==> config.mk <==
export PLATFORM = sky130hd
export DESIGN_NAME = instr_fetch_queue
export DESIGN_NICKNAME = d
export VERILOG_FILES = /design/src/rtl/instr_fetch_queue.sv
export SDC_FILE = /design/constraint.sdc
export NUM_CORES = 1
export LEC_CHECK = 0
export ABC_AREA = 1
export BUFFER_PORTS_ARGS = -buffer_cell sky130_fd_sc_hd__buf_2
export CAP_MARGIN = 15
export CORE_MARGIN = 2
export CORE_UTILIZATION = 55
export CTS_BUF_LIST = sky130_fd_sc_hd__clkbuf_8
export DETAILED_ROUTE_END_ITERATION = 6
export GPL_ROUTABILITY_DRIVEN = 0
export MAX_ROUTING_LAYER = met4
export PLACE_DENSITY = 0.79
export SLEW_MARGIN = 10
export SYNTH_ARGS = -nofsm -noshare
export SYNTH_HDL_FRONTEND = slang
export SYNTH_HIERARCHICAL = 1
export SYNTH_SLANG_ARGS = --single-unit
==> constraint.sdc <==
create_clock -name clk -period 2.12 [get_ports clk]
set_clock_uncertainty 0.2 [all_clocks]
set_input_delay 0.636 -clock clk [delete_from_list [all_inputs] [get_ports clk]]
set_output_delay 0.636 -clock clk [all_outputs]
set_load 0.01 [all_outputs]
==> src/rtl/instr_fetch_queue.sv <==
// Instruction fetch stage: owns the PC, issues sequential reads to a 1-cycle ROM and
// buffers returned words in a DEPTH-entry FIFO presented to the core with valid/ready.
module instr_fetch_queue #(
    parameter int unsigned DEPTH    = 4,
    parameter logic [31:0] RESET_PC = 32'h0000_0000,
    parameter int unsigned PC_STEP  = 4
) (
    input  logic        clk,
    input  logic        reset,
    output logic        imem_req,
    output logic [31:0] imem_addr,
    input  logic [31:0] imem_rdata,
    output logic [31:0] instr,
    output logic [31:0] instr_pc,
    output logic        instr_valid,
    input  logic        instr_ready,
    input  logic        redirect,
    input  logic [31:0] redirect_pc
);
    localparam int unsigned   PW      = $clog2(DEPTH);
    localparam int unsigned   CW      = PW + 1;
    localparam logic [CW-1:0] DEPTH_C = CW'(DEPTH);
    localparam logic [CW-1:0] ONE_C   = CW'(1);
    localparam logic [PW-1:0] PONE_C  = PW'(1);
    localparam logic [31:0]   STEP_C  = 32'(PC_STEP);

    logic          rst_n;
    logic [31:0]   pc_r;
    logic [CW-1:0] count_r;
    logic [PW-1:0] rd_ptr_r;
    logic [PW-1:0] wr_ptr_r;
    logic          inflight_r;
    logic          kill_r;
    logic [31:0]   issued_addr_r;
    logic [31:0]   data_mem_r [DEPTH];
    logic [31:0]   pc_mem_r   [DEPTH];

    logic [CW-1:0] credit_s;
    logic [CW-1:0] count_nxt_s;
    logic          empty_s;
    logic          issue_s;
    logic          push_s;
    logic          pop_s;

    assign rst_n = reset;

    // Credit, issue/push/pop decisions and next occupancy; redirect overrides push and pop
    always_comb begin
        credit_s = count_r + {{PW{1'b0}}, inflight_r};
        empty_s  = (count_r == {CW{1'b0}});
        issue_s  = rst_n && (credit_s < DEPTH_C) && !redirect;
        push_s   = inflight_r && !kill_r && !redirect;
        pop_s    = !empty_s && instr_ready && !redirect;
        if (redirect) begin
            count_nxt_s = {CW{1'b0}};
        end else if (push_s && !pop_s) begin
            count_nxt_s = count_r + ONE_C;
        end else if (!push_s && pop_s) begin
            count_nxt_s = count_r - ONE_C;
        end else begin
            count_nxt_s = count_r;
        end
    end

    // PC, pointers, occupancy and in-flight read tracking
    always_ff @(posedge clk or negedge rst_n) begin
        if (!rst_n) begin
            pc_r          <= RESET_PC;
            count_r       <= {CW{1'b0}};
            rd_ptr_r      <= {PW{1'b0}};
            wr_ptr_r      <= {PW{1'b0}};
            inflight_r    <= 1'b0;
            kill_r        <= 1'b0;
            issued_addr_r <= 32'h0000_0000;
        end else begin
            count_r    <= count_nxt_s;
            inflight_r <= issue_s;
            kill_r     <= redirect && inflight_r;
            if (issue_s) begin
                issued_addr_r <= pc_r;
            end
            if (redirect) begin
                pc_r     <= {redirect_pc[31:2], 2'b00};
                rd_ptr_r <= {PW{1'b0}};
                wr_ptr_r <= {PW{1'b0}};
            end else begin
                if (issue_s) begin
                    pc_r <= pc_r + STEP_C;
                end
                if (push_s) begin
                    wr_ptr_r <= wr_ptr_r + PONE_C;
                end
                if (pop_s) begin
                    rd_ptr_r <= rd_ptr_r + PONE_C;
                end
            end
        end
    end

    // FIFO storage: returned word paired with the address it was fetched from
    always_ff @(posedge clk or negedge rst_n) begin
        if (!rst_n) begin
            for (int unsigned i = 0; i < DEPTH; i++) begin
                data_mem_r[PW'(i)] <= 32'h0000_0000;
                pc_mem_r[PW'(i)]   <= 32'h0000_0000;
            end
        end else if (push_s) begin
            data_mem_r[wr_ptr_r] <= imem_rdata;
            pc_mem_r[wr_ptr_r]   <= issued_addr_r;
        end
    end

    // Core and ROM facing outputs; an empty queue shows an all-zero (NOP) word
    always_comb begin
        imem_req    = issue_s;
        imem_addr   = pc_r;
        instr_valid = !empty_s;
        if (empty_s) begin
            instr    = 32'h0000_0000;
            instr_pc = 32'h0000_0000;
        end else begin
            instr    = data_mem_r[rd_ptr_r];
            instr_pc = pc_mem_r[rd_ptr_r];
        end
    end

    instr_fetch_queue_chk #(
        .CW    (CW),
        .DEPTH (DEPTH)
    ) u_chk (
        .clk        (clk),
        .rst_n      (rst_n),
        .count      (count_r),
        .inflight   (inflight_r),
        .kill       (kill_r),
        .instr_valid(instr_valid)
    );
endmodule

// Structural invariants of the fetch queue: credit never exceeds DEPTH.
module instr_fetch_queue_chk #(
    parameter int unsigned CW    = 3,
    parameter int unsigned DEPTH = 4
) (
    input logic          clk,
    input logic          rst_n,
    input logic [CW-1:0] count,
    input logic          inflight,
    input logic          kill,
    input logic          instr_valid
);
    localparam logic [CW:0] DEPTH_C = (CW+1)'(DEPTH);

    a_credit: assert property (@(posedge clk) disable iff (!rst_n)
        ({1'b0, count} + {{CW{1'b0}}, inflight}) <= DEPTH_C);
    a_kill_alone: assert property (@(posedge clk) disable iff (!rst_n)
        kill |-> !inflight);
    a_valid: assert property (@(posedge clk) disable iff (!rst_n)
        instr_valid == (count != {CW{1'b0}}));
endmodule

---- Yosys cells after proc, flatten, opt, wreduce, memory -nomap -nowiden ----
Index checks and enable logic that the tools add are counted.
storage, ports and cells
  output and inout port bits .............. 98
  word-level logic and storage cells ...... 68
  input port bits ......................... 68
  register bits after elaboration ......... 329
cells by class
  muxes and demuxes ....................... 21
  $lt $le $gt $ge ......................... 4
  reduce and logical (&&, ||, !) cells .... 20
  $add $sub $neg .......................... 6
  bitwise gates (word level) .............. 2
operators with widths
  kind                     count
  $mux W32                 9
  $bwmux W128              2
  $bmux W32 S2             2
  $demux W32 S2            1
  $add A32 B3 Y32 const B  1
  $logic_and A1 B1 Y1      10
  $mux W3                  3
  $mux W2                  4
  $ge A3 B3 Y1 const B     2
  $not A2 Y3               2
  $reduce_bool A2 Y1       3
  $logic_not A1 Y1         5
  $add A2 B1 Y2 const B    2
  $add A3 B1 Y3            1
  $add A3 B1 Y3 const B    1
  $logic_not A3 Y1         1
  $lt A3 B1 Y1 const B     1
  $lt A3 B3 Y1 const B     1
  $reduce_bool A3 Y1       1
  $sub A3 B1 Y3 const B    1

---- Logic depth before layout (Yosys ltp) ----
Gate-level depths: netlist (run 1).
  word-level depth ........................ 8
  mapped depth ............................ 11
  depth with buffers taken out ............ 11

---- Worst setup path after synthesis (run 1) ----
OpenSTA, ideal clock, no wires.
  kind .................................... input -> output
  start point ............................. input redirect
  end point ............................... output imem_req
  cell stages on the path ................. 5
  buffers on the path ..................... 2
  required time ........................... 1284 ps
  arrival ................................. 1404 ps
  slack ................................... -120 ps
  cell sequence ........................... buf_2 -> inv_1 -> nand4_1 -> inv_1 -> buf_2
on the way
  word-level cells in the longest chain between the ends .. 2
ends and longest elaborated chain
  item                 RTL line  RTL
  start: declaration   17        input logic redirect,
  $logic_not A1 Y1     51        issue_s = rst_n && (credit_s < DEPTH_C) && !redirect;
  $logic_and A1 B1 Y1  51
  end: declaration     10        output logic imem_req,
Every way passes these cells.

---- Worst setup path after layout (run 1) ----
  start point ............................. register rd_ptr_r[0]
  end point ............................... output instr_pc[15]
on the way
  word-level cells in the longest chain between the ends .. 5
ends and longest elaborated chain
  item                                          RTL line  RTL
  start: declaration                            30        logic [PW-1:0] rd_ptr_r;
  start signal: assignment                      70        rd_ptr_r <= {PW{1'b0}};
  start signal: assignment                      84        rd_ptr_r <= {PW{1'b0}};
  start signal: assignment                      94        rd_ptr_r <= rd_ptr_r + PONE_C;
  $not A2 Y3 (not written as such)              123       instr_pc = pc_mem_r[rd_ptr_r];
  $bmux W32 S2                                  123
  $mux W32 (not written as such) (2 in series)  123
  $mux W32                                      118       if (empty_s) begin
  end: declaration                              14        output logic [31:0] instr_pc,
Every way passes these cells. The select of a mux whose other input is x is not followed.

==> reports/summary.txt, run 1 <==
unrepaired setup endpoints after global routing - yes
total overflow reported by the global router - 0
area of the mapped netlist - 0.01500 mm²
number of clock sinks - 317
violated checks - DRC, setup timing
Pleak - 8.971 nW
FF+latch count, synth - 317
unique cell type count in the Yosys netlist - 33
result of the run - finished with violations
startpoint kind of the worst setup timing path - register
maximum clock path buffer count - 3
Die Height - 169.1 µm
final design area excluding fillers - 0.01822 mm²
area used by multi-input combinational logic - 0.005984 mm²
area leader, netlist - dfrtp_1
Worst Hold Class - in -> reg
hold path cells - 3
Peak Freq - 0.3460 GHz
total wire length - 40.04 mm
final slew viol count - 0
most frequent cell after synthesis - nand2_1
average via count per standard cell - 5.524
maximum number of pins on one net before global-route repair - 103
clock tree root driver cell - clkbuf_8
filler cell count in the final layout - 2108
total inserted antenna cells - 0
mean post-synth cell area - 8.006 µm²
clock buffer count from CTS - 52
I/O Buffers - 159
EDFF count, synth - 0
Area Overhead vs Synth - 21.50%
chain of cells forming the critical path - buf_4, clkbuf_16, nor2_1, nor2_1, o21ai_0, a21oi_1, buf_2
clock tree from TritonCTS - built
depth of the most critical reg-to-reg path - 10
Hold Vio Cnt, Final - 0
Primary FF master, synth - dfrtp_1
Period Utilization, post-route - 136.3%
leading cell types by total area after synthesis - dfrtp_1 53%, o21ai_0 13%, nand2_1 10%
ranking of synthesized cells by instance count - 417 x nand2_1, 376 x o21ai_0, 317 x dfrtp_1, 297 x nor2_1, 132 x inv_1
core occupancy in the finished layout - 67.79%
initial detailed-routing violation count - 1289
power density normalized to cell area - 1242 mW/mm²
DIE WIDTH - 169.1 µm
Worst path most repeated cell - nor2_1
pre-CTS setup slack - -0.1659 ns
Required @ worst endpoint - 1.28 ns
time the worst path needs with I/O delays and setup - 2.891 ns
first-pass iteration count of the detailed router - 7
delay of the slowest cell on the worst path - 0.52 ns
DR WL met3 - 2.590 mm
Met1 Wirelength - 17.13 mm
floorplan die area - 0.02860 mm²
I/O pin cnt - 166
number of maximum-capacitance violations - 0
total routing resource utilization after global routing - 28.28%
worst setup slack for register-to-register paths - 0.01 ns
worst r2r dst - issued_addr_r[25]$_DFFE_PN0P_
worst setup path start - rd_ptr_r[0]$_DFFE_PN0P_
fraction of synthesized cell area taken by the top area cell type - 52.90%
vias in the first global route - 12870
largest fanout on the critical path - 12
via count - 13520
number of standard cells after synthesis - 1873
standard-cell row count - 60
Residual DRC - 10
initial antenna violation count - 0
WS Path Type - reg -> out
CTS H-tree lvls - 2
final setup fails - 64
antenna-violating nets left - 0
fraction of layout cells with a size suffix above 1 - 18.85%
cell area after placement - 0.01649 mm²
worst setup slack after layout - -0.7706 ns
highest layer used for signal routing - met4
Peak supply drop - 821.0 µV
wire length of the first global-routing pass - 63.83 mm
setup total negative slack - -42.91 ns
count of warnings emitted by yosys - 6
NumNets Final - 2141
Seq. cell area - 0.007946 mm²
core region area - 0.02688 mm²
worst-path cell with the longest stage delay - dfrtp_4
Critical path destination - instr_pc[15]
Initial Util - 55.80%
clock edge transition at the registers on the reported setup and hold paths - 0.07 ns
average detailed-routed wire length per instance - 16.36 µm
proportion of register bits with asynchronous set or reset after synthesis - 100.0%
clock network latency to the later pin of the worst-skew pair - 0.58 ns
type of element capturing the critical path - output pin
share of synthesized area occupied by flip-flops and latches - 52.90%
half-perimeter wire length of the detailed placement result - 24.17 mm
arrival time reported for the critical path endpoint - 2.05 ns
RR Startpoint - count_r[0]$_DFFE_PN0P_
met2 wire length - 19.40 mm
-- what timing repair did --
item                       4_1_cts  5_1_grt
cloned                           4        9
setup endpoints to repair       67      397
resized for setup               62       53
hold endpoints to repair        32        0
pin swaps                       14       15
setup buffers                    9        5
hold buffers                     1        0
-- through the flow --
| stage | power (mW) | std cells | hold slack, ns |
|---|---|---|---|
| after detailed placement | 16.35 | 2331 | 0.2423 |
| after global routing | 24.15 | 2447 | 0.06599 |
| after floorplan | 13.23 | 1876 | 0.1404 |
| final | 22.63 | 2447 | 0.06814 |
| after CTS | 22.20 | 2437 | 0.04577 |
| after global placement | 16.03 | 2331 | 0.2417 |
-- report_power, final --
part	leakage [nW]	internal (mW)	switching, mW
Clock	0.607	2.85	2.38
Combinational	4.20	3.56	5.04
Sequential	4.17	7.71	1.09
Total	8.97	14.1	8.51
-- metal layers --
| metal | up-vias | track usage (%) |
|---|---|---|
| met5 | - | - |
| met4 | 0 | 8.510 |
| met3 | 80 | 3.975 |
| met2 | 540 | 45.43 |
| met1 | 6471 | 37.75 |
| li1 | 6427 | - |
-- cell usage in the layout, fill, tap and decap left out, drive strengths merged, types with 8 or more instances in the layout --
cell type  instances
xor2              11
a21oi             73
clkbuf            76
buf              247
nand4             19
nand3             44
o211ai             8
nor2             301
inv              157
nand2            421
o21ai            404
dfrtp            317
-- cell families (layout without fill, tap and decap cells) --
group,Yosys count,in the layout,synth area share [%]
buf+inv,258,488,8.219
simple gates,790,790,21.08
other cells,1,4,0.02501
compound gates,488,488,16.47
flops,317,317,52.90
xor+xnor,13,13,0.7593
fa+ha+maj,6,6,0.5507
-- critical path: cells and delay by family, from the launching register on --
family,cells,cell delay (ns)
AO/OA/AOI/OAI,2,0.32
flip-flops,1,0.52
AND/OR/NAND/NOR,2,0.12
buffers and inverters,3,0.52
-- worst min-delay path by stage --
stage | start | to | slack, ns
after global placement | reset | issued_addr_r[19]$_DFFE_PN0P_ | 0.24
after CTS | redirect_pc[17] | imem_addr[17]$_DFFE_PN0N_ | 0.05
after detailed placement | reset | issued_addr_r[19]$_DFFE_PN0P_ | 0.24
after global routing | redirect_pc[17] | imem_addr[17]$_DFFE_PN0N_ | 0.07
after floorplan | reset | count_r[0]$_DFFE_PN0P_ | 0.14
final | redirect_pc[17] | imem_addr[17]$_DFFE_PN0N_ | 0.07
-- layout make-up --
cell class / count / share of cell area, %
timing repair buffer: 257 / 12.60
clock buffer: 68 / 5.137
tap: 341 / 2.342
clock inverter: 25 / 0.5768
multi-input combinational: 1301 / 32.85
sequential: 317 / 43.61
inverter: 138 / 2.884
-- state kept, by name, indices dropped and copies added, names as in the netlist, 2 cells and up --
register and count:
wr_ptr_r 2, issued_addr_r 30, rd_ptr_r 2, imem_addr 30, count_r 3, data_mem_r 128, pc_mem_r 120
No activity file was read; power rests on OpenSTA's default activity.
==> run 2: changes to the inputs <==
- ABC_AREA: 1 -> 0
- clock period: 2.12 -> 2.5 ns (I/O delays scaled with it)
==> run 2 against run 1 <==
Net effect: the flow finishes with violations (setup timing); via count is 33% lower; sequential power fell by 14%; clock-buffer cell count is 3 lower; sequential share of layout area grew 0.67 points; worst setup slack improved by 0.18 ns; largest power group is now combinational cells; highest routed layer unchanged.
==> reports/summary.txt, run 2 <==
result of the run - finished with violations
violated checks - setup timing
clock network latency to the later pin of the worst-skew pair - 0.58 ns (about the same)
DIE WIDTH - 167.1 µm (-1.2%)
WS Path Type - reg -> out
time the worst path needs with I/O delays and setup - 3.093 ns
largest registers - data_mem_r: 128 flops, pc_mem_r: 120 flops
Die Height - 167.1 µm (-1.2%)
I/O pin cnt - 166 (unchanged)
mean post-synth cell area - 14.67 µm² (+83%)
average detailed-routed wire length per instance - 20.41 µm (+25%)
CTS H-tree lvls - 2 (unchanged)
NumNets Final - 1283 (-40%)
clock tree from TritonCTS - built
Period Utilization, post-route - 123.7%
number of maximum-capacitance violations - 0 (unchanged)
hold path cells - 3 (unchanged)
top library cells by usage in the layout, fill and taps aside - 315 x dfrtp_1, 255 x mux2_2, 107 x buf_2
Residual DRC - 0 (-10)
startpoint kind of the worst setup timing path - register
depth of the most critical reg-to-reg path - 8 (-2)
Max transition margin - 31.20%
Peak Freq - 0.3233 GHz
fraction of layout cells with a size suffix above 1 - 56.21% (+37 points)
Worst Hold Class - in -> reg
Initial Util - 56.17% (+0.37 points)
core region area - 0.02606 mm² (-3.0%)
FF+latch count, synth - 317 (unchanged)
Largest register FFs - 128 (unchanged)
number of clock sinks - 317 (unchanged)
standard-cell row count - 59 (-1.7%)
most common cell after layout, fill and taps aside - dfrtp_1
most frequent cell after synthesis - dfrtp_1
arrival time reported for the critical path endpoint - 2.14 ns (+0.09 ns)
total routing resource utilization after global routing - 23.81% (-4.5 points)
total wire length - 32.30 mm (-19%)
Peak supply drop - 760.7 µV (-7.3%)
total overflow reported by the global router - 0 (unchanged)
proportion of register bits with asynchronous set or reset after synthesis - 100.0% (unchanged)
transition time of the tightest slew-check pin - 1.032 ns
Hold Vio Cnt, Final - 0 (unchanged)
clock buffer count from CTS - 53 (+1.9%)
register containing the most flip-flops in the final layout - data_mem_r
Primary FF master, synth - dfrtp_1
antenna-violating nets left - 0 (unchanged)
fraction of synthesized cell area taken by the top area cell type - 54.20% (+1.3 points)
EDFF count, synth - 0 (unchanged)
Required @ worst endpoint - 1.55 ns (+0.27 ns)
largest fanout on the critical path - 8 (-4)
average via count per standard cell - 5.692 (+3.0%)
area leader, netlist - dfrtp_1
initial detailed-routing violation count - 636 (-51%)
area of the mapped netlist - 0.01464 mm² (-2.4%)
final slew viol count - 0 (unchanged)
I/O Buffers - 159 (unchanged)
Pleak - 8.349 nW (-6.9%)
ranking of synthesized cells by instance count - 317 x dfrtp_1, 255 x mux2_2, 68 x and2_1, 62 x mux4_2, 48 x nand2_1
unique cell type count in the Yosys netlist - 49 (+48%)
Final Power - 20.19 mW (-11%)
tightest hold margin - 0.1793 ns (+0.1111 ns)
power density normalized to cell area - 1126 mW/mm² (-9.3%)
maximum clock path buffer count - 3 (unchanged)
via count - 9005 (-33%)
Area Overhead vs Synth - 22.51%
initial antenna violation count - 0 (unchanged)
unrepaired setup endpoints after global routing - yes
clock tree root driver cell - clkbuf_8
worst setup slack after layout - -0.5933 ns (+0.1772 ns)
half-perimeter wire length of the detailed placement result - 19.39 mm (-20%)
number of standard cells after synthesis - 998 (-47%)
vias in the first global route - 9550 (-26%)
count of warnings emitted by yosys - 6 (unchanged)
leading cell types by total area after synthesis - dfrtp_1 54%, mux2_2 20%, mux4_2 9.5%
floorplan die area - 0.02793 mm² (-2.3%)
filler cell count in the final layout - 1798 (-15%)
maximum number of pins on one net before global-route repair - 176 (+71%)
wire length of the first global-routing pass - 51.71 mm (-19%)
total inserted antenna cells - 0 (unchanged)
final setup fails - 64 (unchanged)
first-pass iteration count of the detailed router - 5 (-2)
share of synthesized area occupied by flip-flops and latches - 54.20% (+1.3 points)
clock edge transition at the registers on the reported setup and hold paths - 0.06 ns (about the same)
type of element capturing the critical path - output pin
run 2: changes by cell type after synthesis, moves of 62 or more:
cell     change
a21oi_1     -69
nand2_1    -369
and2_1      +68
inv_1      -123
mux2_2     +255
mux4_2      +62
nor2_1     -286
o21ai_0    -350
run 2: metrics by stage:
| step | setup WS (ns) | TNS [ns] | cells | utilization, % | cell area [µm²] |
|---|---|---|---|---|---|
| finish | -0.5933 | -33.52 | 1582 | 68.81 | 17930 |
| global route | -0.6582 | -37.94 | 1582 | 68.81 | 17930 |
| CTS | -0.6660 | -37.71 | 1570 | 67.02 | 17470 |
| detailed placement | -0.07661 | -0.6980 | 1469 | 61.72 | 16080 |
| global placement | -0.04981 | -0.3248 | 1469 | 61.72 | 16080 |
| floorplan | 0.02895 | 0 | 1001 | - | 14650 |
run 2: final timing paths:
path                                                 start  slack [ns]                    endpoint
worst max-delay path               rd_ptr_r[0]$_DFFE_PN0P_       -0.59                   instr[19]
worst min-delay path                        redirect_pc[9]        0.18    imem_addr[9]$_DFFE_PN0N_
worst max register to register      count_r[0]$_DFFE_PN0P_        0.10      count_r[2]$_DFFE_PN0P_
worst min register to register  data_mem_r[21]$_DFFE_PN0P_        0.30  data_mem_r[21]$_DFFE_PN0P_
max in group asynchronous                            reset        1.03    pc_mem_r[63]$_DFFE_PN0P_
min in group asynchronous                            reset        0.21   pc_mem_r[114]$_DFFE_PN0P_
run 2: cells by family (layout without fill, tap and decap cells):
family                     count (synthesis)  in the layout  share of synthesized area, %
adders and majority gates                  6              6                        0.5642
muxes                                    338            338                         31.28
other                                      1              4                       0.02562
AOI/OAI and AO/OA                         47             47                         2.240
xor gates and xnor gates                  31             31                         1.855
and+or+nand+nor                          182            182                         6.941
buffers and inverters                     76            322                         2.898
DFF                                      317            317                         54.20
run 2: power by group:
| group | internal (mW) | switching [mW] |
|---|---|---|
| logic | 5.07 | 3.08 |
| clock network | 2.44 | 2.04 |
| registers | 6.57 | 0.993 |
run 2: worst max-delay path: stages, from the launching register on:
cell and delay (ns):
dfrtp_4 0.47, buf_12 0.16, buf_12 0.14, mux4_2 0.51
and2_1 0.16, buf_2 0.13
run 2: routing by layer:
metal,up-vias,global-route usage [%],routed length (µm)
met1,4660,32.69,14520
met4,0,6.169,563
met2,254,37.66,15760
li1,4037,-,-
met5,-,-,0
met3,54,3.900,1447
run 2: timing repair:
action,4_1_cts,5_1_grt
gates cloned,2,5
setup endpoints to repair,64,64
pin swaps,22,38
resized for setup,55,76
hold buffers,1,0
endpoints found under the hold margin,11,0
buffers inserted,7,8
run 2: cell type report:
class / count / area (µm²) / area share (%)
Clock inverter: 28 / 147.6 / 0.8234
Tap cell: 335 / 419.2 / 2.338
Clock buffer: 65 / 894.6 / 4.989
Timing Repair Buffer: 220 / 2058 / 11.48
Multi-Input combinational cell: 608 / 6435 / 35.89
Sequential cell: 317 / 7940 / 44.28
Inverter: 9 / 36.28 / 0.2024
